### src/rtl/ams_pkg.sv
// rtl/ams_pkg.sv - shared constants, config word type and field helpers for the AMS PWM-DAC
package ams_pkg;

   localparam int AMS_PWM_PERIOD = 156;
   localparam int AMS_PWM_SUBS   = 16;

   localparam int AMS_CFG_BASE_MSB   = 23;
   localparam int AMS_CFG_BASE_LSB   = 16;
   localparam int AMS_CFG_DITHER_MSB = 15;
   localparam int AMS_CFG_DITHER_LSB = 0;

   typedef logic [23:0] ams_pwm_cfg_t;

   function automatic logic [7:0] ams_cfg_base(input ams_pwm_cfg_t cfg);
      return cfg[AMS_CFG_BASE_MSB:AMS_CFG_BASE_LSB];
   endfunction

   function automatic logic [15:0] ams_cfg_dither(input ams_pwm_cfg_t cfg);
      return cfg[AMS_CFG_DITHER_MSB:AMS_CFG_DITHER_LSB];
   endfunction

endpackage

### src/rtl/ams_pwm_timebase.sv
// rtl/ams_pwm_timebase.sv - PWM period counter, super-cycle sub-period counter and boundary flag
// Reset parks both counters at their last value so the first edge after release is a boundary.
module ams_pwm_timebase
   import ams_pkg::*;
#(
   parameter int PERIOD = AMS_PWM_PERIOD,
   parameter int SUBS   = AMS_PWM_SUBS,
   parameter int CW     = (PERIOD > 2) ? $clog2(PERIOD) : 1,
   parameter int SW     = $clog2(SUBS)
) (
   input  logic          clk_i,
   input  logic          rst_i,
   output logic [CW-1:0] cnt_o,
   output logic [SW-1:0] sub_o,
   output logic          bnd_o
);

   logic [CW-1:0] cnt_q, cnt_d;
   logic [SW-1:0] sub_q, sub_d;
   logic          cnt_wrap;
   logic          sub_wrap;

   always_comb begin
      cnt_wrap = (cnt_q == CW'(PERIOD - 1));
      sub_wrap = (sub_q == SW'(SUBS - 1));
      cnt_d    = cnt_wrap ? '0 : cnt_q + 1'b1;
      sub_d    = sub_q;
      if (cnt_wrap) begin
         sub_d = sub_wrap ? '0 : sub_q + 1'b1;
      end
   end

   always_ff @(posedge clk_i) begin
      if (rst_i) begin
         cnt_q <= CW'(PERIOD - 1);
         sub_q <= SW'(SUBS - 1);
      end else begin
         cnt_q <= cnt_d;
         sub_q <= sub_d;
      end
   end

   assign cnt_o = cnt_q;
   assign sub_o = sub_q;
   assign bnd_o = cnt_wrap && sub_wrap;

endmodule

### src/rtl/ams_pwm_dac.sv
// rtl/ams_pwm_dac.sv - one PWM-DAC channel: input register, boundary-loaded shadow, dithered compare
// Define AMS_PWM_DITHER_EN to add dither[sub] to the base duty; otherwise thr = base.
module ams_pwm_dac
   import ams_pkg::*;
#(
   parameter int PERIOD = AMS_PWM_PERIOD
) (
   input  logic         clk_i,
   input  logic         rst_i,
   input  ams_pwm_cfg_t cfg_i,
   output logic         pwm_o,
   output logic         load_o,
   output logic         sat_o
);

   localparam int CW = (PERIOD > 2) ? $clog2(PERIOD) : 1;
   localparam int SW = $clog2(AMS_PWM_SUBS);

   logic [CW-1:0] cnt;
   logic [SW-1:0] sub;
   logic          bnd;

   ams_pwm_timebase #(
      .PERIOD (PERIOD),
      .SUBS   (AMS_PWM_SUBS),
      .CW     (CW),
      .SW     (SW)
   ) u_timebase (
      .clk_i  (clk_i),
      .rst_i  (rst_i),
      .cnt_o  (cnt),
      .sub_o  (sub),
      .bnd_o  (bnd)
   );

   ams_pwm_cfg_t cfg_q, cfg_d;
   ams_pwm_cfg_t shadow_q, shadow_d;
   logic         load_q, load_d;
   logic         sat_q, sat_d;
   logic         pwm_q, pwm_d;
   logic [8:0]   thr;

`ifdef AMS_PWM_DITHER_EN
   logic [15:0] dither;
   assign dither = ams_cfg_dither(shadow_q);
   assign thr    = {1'b0, ams_cfg_base(shadow_q)} + {8'd0, dither[sub]};
`else
   logic unused_dither;
   assign unused_dither = ^{ams_cfg_dither(shadow_q), sub};
   assign thr           = {1'b0, ams_cfg_base(shadow_q)};
`endif

   // Shadow and saturation flag only move on the super-cycle boundary so a period is never split.
   always_comb begin
      cfg_d    = cfg_i;
      shadow_d = shadow_q;
      load_d   = 1'b0;
      sat_d    = sat_q;
      if (bnd) begin
         shadow_d = cfg_q;
         load_d   = 1'b1;
         sat_d    = ({1'b0, ams_cfg_base(cfg_q)} >= 9'(PERIOD));
      end
      pwm_d = (9'(cnt) < thr);
   end

   always_ff @(posedge clk_i) begin
      if (rst_i) begin
         cfg_q    <= '0;
         shadow_q <= '0;
         load_q   <= 1'b0;
         sat_q    <= 1'b0;
         pwm_q    <= 1'b0;
      end else begin
         cfg_q    <= cfg_d;
         shadow_q <= shadow_d;
         load_q   <= load_d;
         sat_q    <= sat_d;
         pwm_q    <= pwm_d;
      end
   end

   assign pwm_o  = pwm_q;
   assign load_o = load_q;
   assign sat_o  = sat_q;

endmodule

### config.mk
export PLATFORM = sky130hd
export DESIGN_NAME = ams_pwm_dac
export DESIGN_NICKNAME = d
export VERILOG_FILES = /design/src/rtl/ams_pkg.sv /design/src/rtl/ams_pwm_timebase.sv /design/src/rtl/ams_pwm_dac.sv
export SDC_FILE = /design/constraint.sdc
export NUM_CORES = 1
export LEC_CHECK = 0
export CORE_ASPECT_RATIO = 1.2
export CORE_UTILIZATION = 35
export CTS_BUF_LIST = sky130_fd_sc_hd__clkbuf_16
export DETAILED_ROUTE_END_ITERATION = 8
export SLEW_MARGIN = 40
export SYNTH_ARGS = -nofsm -noshare
export SYNTH_HDL_FRONTEND = slang
export SYNTH_SLANG_ARGS = --single-unit
### constraint.sdc
create_clock -name clk_i -period 2.05 [get_ports clk_i]
set_clock_uncertainty 0.15 [all_clocks]
set_input_delay 0.615 -clock clk_i [delete_from_list [all_inputs] [get_ports clk_i]]
set_output_delay 0.615 -clock clk_i [all_outputs]
set_load 0.005 [all_outputs]
==> results by group <==
Pwr
  • Reg power frac: 34.6%
  • Power, Total: 0.002514 W
  • LEAKAGE: 0.6732 nW
  • Clk network pwr share: 26.8%
  • Switching share of power: roughly a third
  • Pwr Density: 1425 nW/um^2
  • Comb power frac: between 30% and 40%
  • Sw power: 0.0008581 W
  • VDD IR-drop max: 0.6673 mV
  • Pint: 0.001656 W

Clock network
  • Clock Pin Slew Worst Setup and Hold Paths: 0.05 ns
  • Post-cts hold buffer count: 0
  • Max Root-Sink Buffers: 2
  • CTS Buf Count: 5
  • CTS Root Cell: clkbuf_16
  • CTS tree: yes
  • Gates resized, CTS repair: 0
  • H-tree Lvls: 2
  • Postcts setup bufs: 0
  • CTS Sinks: 31
  • Clk Latency, worst-skew pair: 0.27 ns

Worst hold path
  • Hold Crit Class: flip-flop to flip-flop

STA
  • RSZ-0062 raised after global routing: false
  • Tmin final: 1.892 ns
  • Highest Clock Rate: 0.5285 GHz
  • Slew HR: 77.98%
  • Period Utilization, post-route: 92.31%
  • Max-slew violation count: 0
  • TNS Setup: 0 ns
  • Worst Max-Slew Pin Slew: 0.3220 ns
  • Finish-stage setup viols: 0
  • Final hold violations: 0
  • Setup ws final: 0.1577 ns

Setup path
  • Cell family with the largest share of critical-path delay: simple AND/OR/NAND/NOR gates
  • Critical path type: flip-flop to flip-flop
  • Crit path buffers/inverters: 1
  • Crit path max fanout: 5
  • Critical path capture point type: flip-flop
  • Worst Path Required: 2.10 ns
  • CP max stage cell: or4b_4
  • CP Cell Sequence: or4b_4 > nor3_2 > buf_4 > mux2i_1
  • Worst Path Arrival: between 1.5 and 2 ns
  • Critical Path Max Stage Delay: 0.53 ns
  • Nature of the critical path startpoint: flip-flop

Drt
  • Vias per cell: 4.964
  • Vias: approximately 1100
  • Initial DRC count: 31
  • Drt drc: 0
  • Pre-antenna DRT Iters: 6
  • DR WL/cell: around 12 um
  • Final WL: 2.758 mm
  • Post-route ant nets: 0

Logic synthesis
  • Synth Area in Simple Gates: 20.90%
  • Largest cells by area after synthesis: dfxtp_1, ha_1, mux2i_1, nand2_1, nor2b_1
  • Post-Synth XOR/XNOR Area: 1.256%
  • Synth Area in Adders: under 10%
  • Register area share after synthesis: around 44%
  • Compound-Gate Fraction of Synth Area: 12.47%
  • Register bit total from synthesis: 31
  • Synth Warn #: 0
  • Post-synthesis mux area share: 6.816%
  • Synthesized area: 1395 um^2
  • Largest area contributor in the synthesized netlist: dfxtp_1
  • Net Count, Synth: 180
  • Post-synthesis cell count: 145
  • Synth unique cells: 37
  • Post-synth top area share: 44.48%
  • Mean Syn Cell Area: 9.621 um^2
  • Main combinational cell family by area after synthesis: simple AND/OR/NAND/NOR gates

Global route
  • Vias in the first global route: 1130
  • Initial antenna violation count: 0
  • Largest net degree at the start of global routing: 10
  • Grt ovf: 0
  • Total GRT Usage: between 15 and 20%
  • First-pass GRT wire length: 4.905 mm

Placement
  • Dpl cells: 215
  • Dpl ws: around 0.025 ns
  • Post-DP HPWL: 2.116 mm
  • Placer Congestion: 0.7599
  • I/O Buffers: 12

Die
  • Row Count: 24
  • Initial core utilization: 37.47%
  • Core area: about 3700 um^2
  • Chip width: about 60 um
  • Chip height: just over 70 um
  • IO Count: 29
  • Die ar.: roughly 4200 um^2

Final layout
  • Fin cells: 223
  • Most common cell after layout, fill and taps aside: dfxtp_1
  • Layout area overhead: 26.46%
  • Final #Nets: 205
  • # diodes: 0
  • Final core occ: about 47%
  • Fraction of layout cells with a size suffix above 1: roughly 13%
  • Most frequent cells in the layout: dfxtp_1, nand2_1, buf_4

Outcome
  • Status: complete, no violations

Flow run
  • Max-Cap Viols: 0
## sequential cells by signal, summed over array words and instances (netlist names)
| register | count |
|---|---|
| u_timebase.sub_o | 4 |
| u_timebase.cnt_o | 8 |
| cfg_q | 8 |
| pwm_o | 1 |
| shadow_q | 8 |
| sat_o | 1 |
| load_o | 1 |
## synthesized netlist by cell type (all sizes together)
cell type  number
dfxtp          31
nand2          18
ha              9
inv             9
nor2b           9
o21ai           9
mux2i           8
nand3           6
clkbuf          4
a211oi          3
a21oi           3
buf             3
nor2            3
nor3            3
a31oi           2
nand4b          2
nor4b           2
o2111a          2
o211ai          2
or3             2
a2111oi         1
a21o            1
a311oi          1
and2b           1
and3            1
and4            1
mux2            1
nand4           1
nor3b           1
o21a            1
o41ai           1
or2b            1
or4b            1
xnor2           1
xor2            1
## path summary, 6_finish.rpt
check	endpoint	cells past startpoint	slack, ns	from
hold / removal	shadow_q[18]$_SDFFE_PP0P_	2	0.30	shadow_q[18]$_SDFFE_PP0P_
setup reg to reg	shadow_q[17]$_SDFFE_PP0P_	4	0.16	u_timebase.cnt_o[7]$_SDFF_PP1_
setup / recovery	shadow_q[17]$_SDFFE_PP0P_	4	0.16	u_timebase.cnt_o[7]$_SDFF_PP1_
hold reg to reg	shadow_q[18]$_SDFFE_PP0P_	2	0.30	shadow_q[18]$_SDFFE_PP0P_
## layer usage
layer	wire, um	global-route usage [%]	vias up
met5	0	0	-
met4	97	9.561	0
met3	87	4.936	11
met2	1444	26.84	21
met1	1129	16.15	514
li1	-	-	561
## tightest hold or removal path: cells and delay by family (launching register included)
kind / cells / cell delay [ns]
DFF: 1 / 0.30
and+or+nand+nor: 1 / 0.05
muxes: 1 / 0.05
## through the flow
step | hold WS (ns) | instance area [um^2]
detailed placement | 0.2961 | 1628
CTS | 0.3032 | 1764
global placement | 0.2806 | 1628
finish | 0.3019 | 1764
floorplan | 0.2735 | 1395
global route | 0.3285 | 1764
## layout make-up
type	instances	area, um^2
repair buffers	25	217.7
inverters	9	33.78
clock inverters	3	11.26
well taps	52	65.06
multi-input cells	98	690.7
fillers	379	1959
clock buffers	5	125.1
flip-flops and latches	31	620.6
## power by group through the flow
| stage | logic (W) | registers [W] | clock network, W |
|---|---|---|---|
| after floorplan | 0.000691 | 0.000846 | 0 |
| after global placement | 0.000910 | 0.000868 | 0 |
| after detailed placement | 0.000974 | 0.000877 | 0 |
| after CTS | 0.000978 | 0.000867 | 0.000687 |
| after global routing | 0.00110 | 0.000892 | 0.000721 |
| final | 0.000972 | 0.000869 | 0.000673 |
## logic make-up after synthesis
group | Yosys count
buffers and inverters | 16
XOR/XNOR | 2
AO/OA/AOI/OAI | 26
flip-flops | 31
multiplexers | 9
AND/OR/NAND/NOR | 52
adder cells (fa/ha/maj) | 9
No activity file was read; power rests on OpenSTA's default activity.
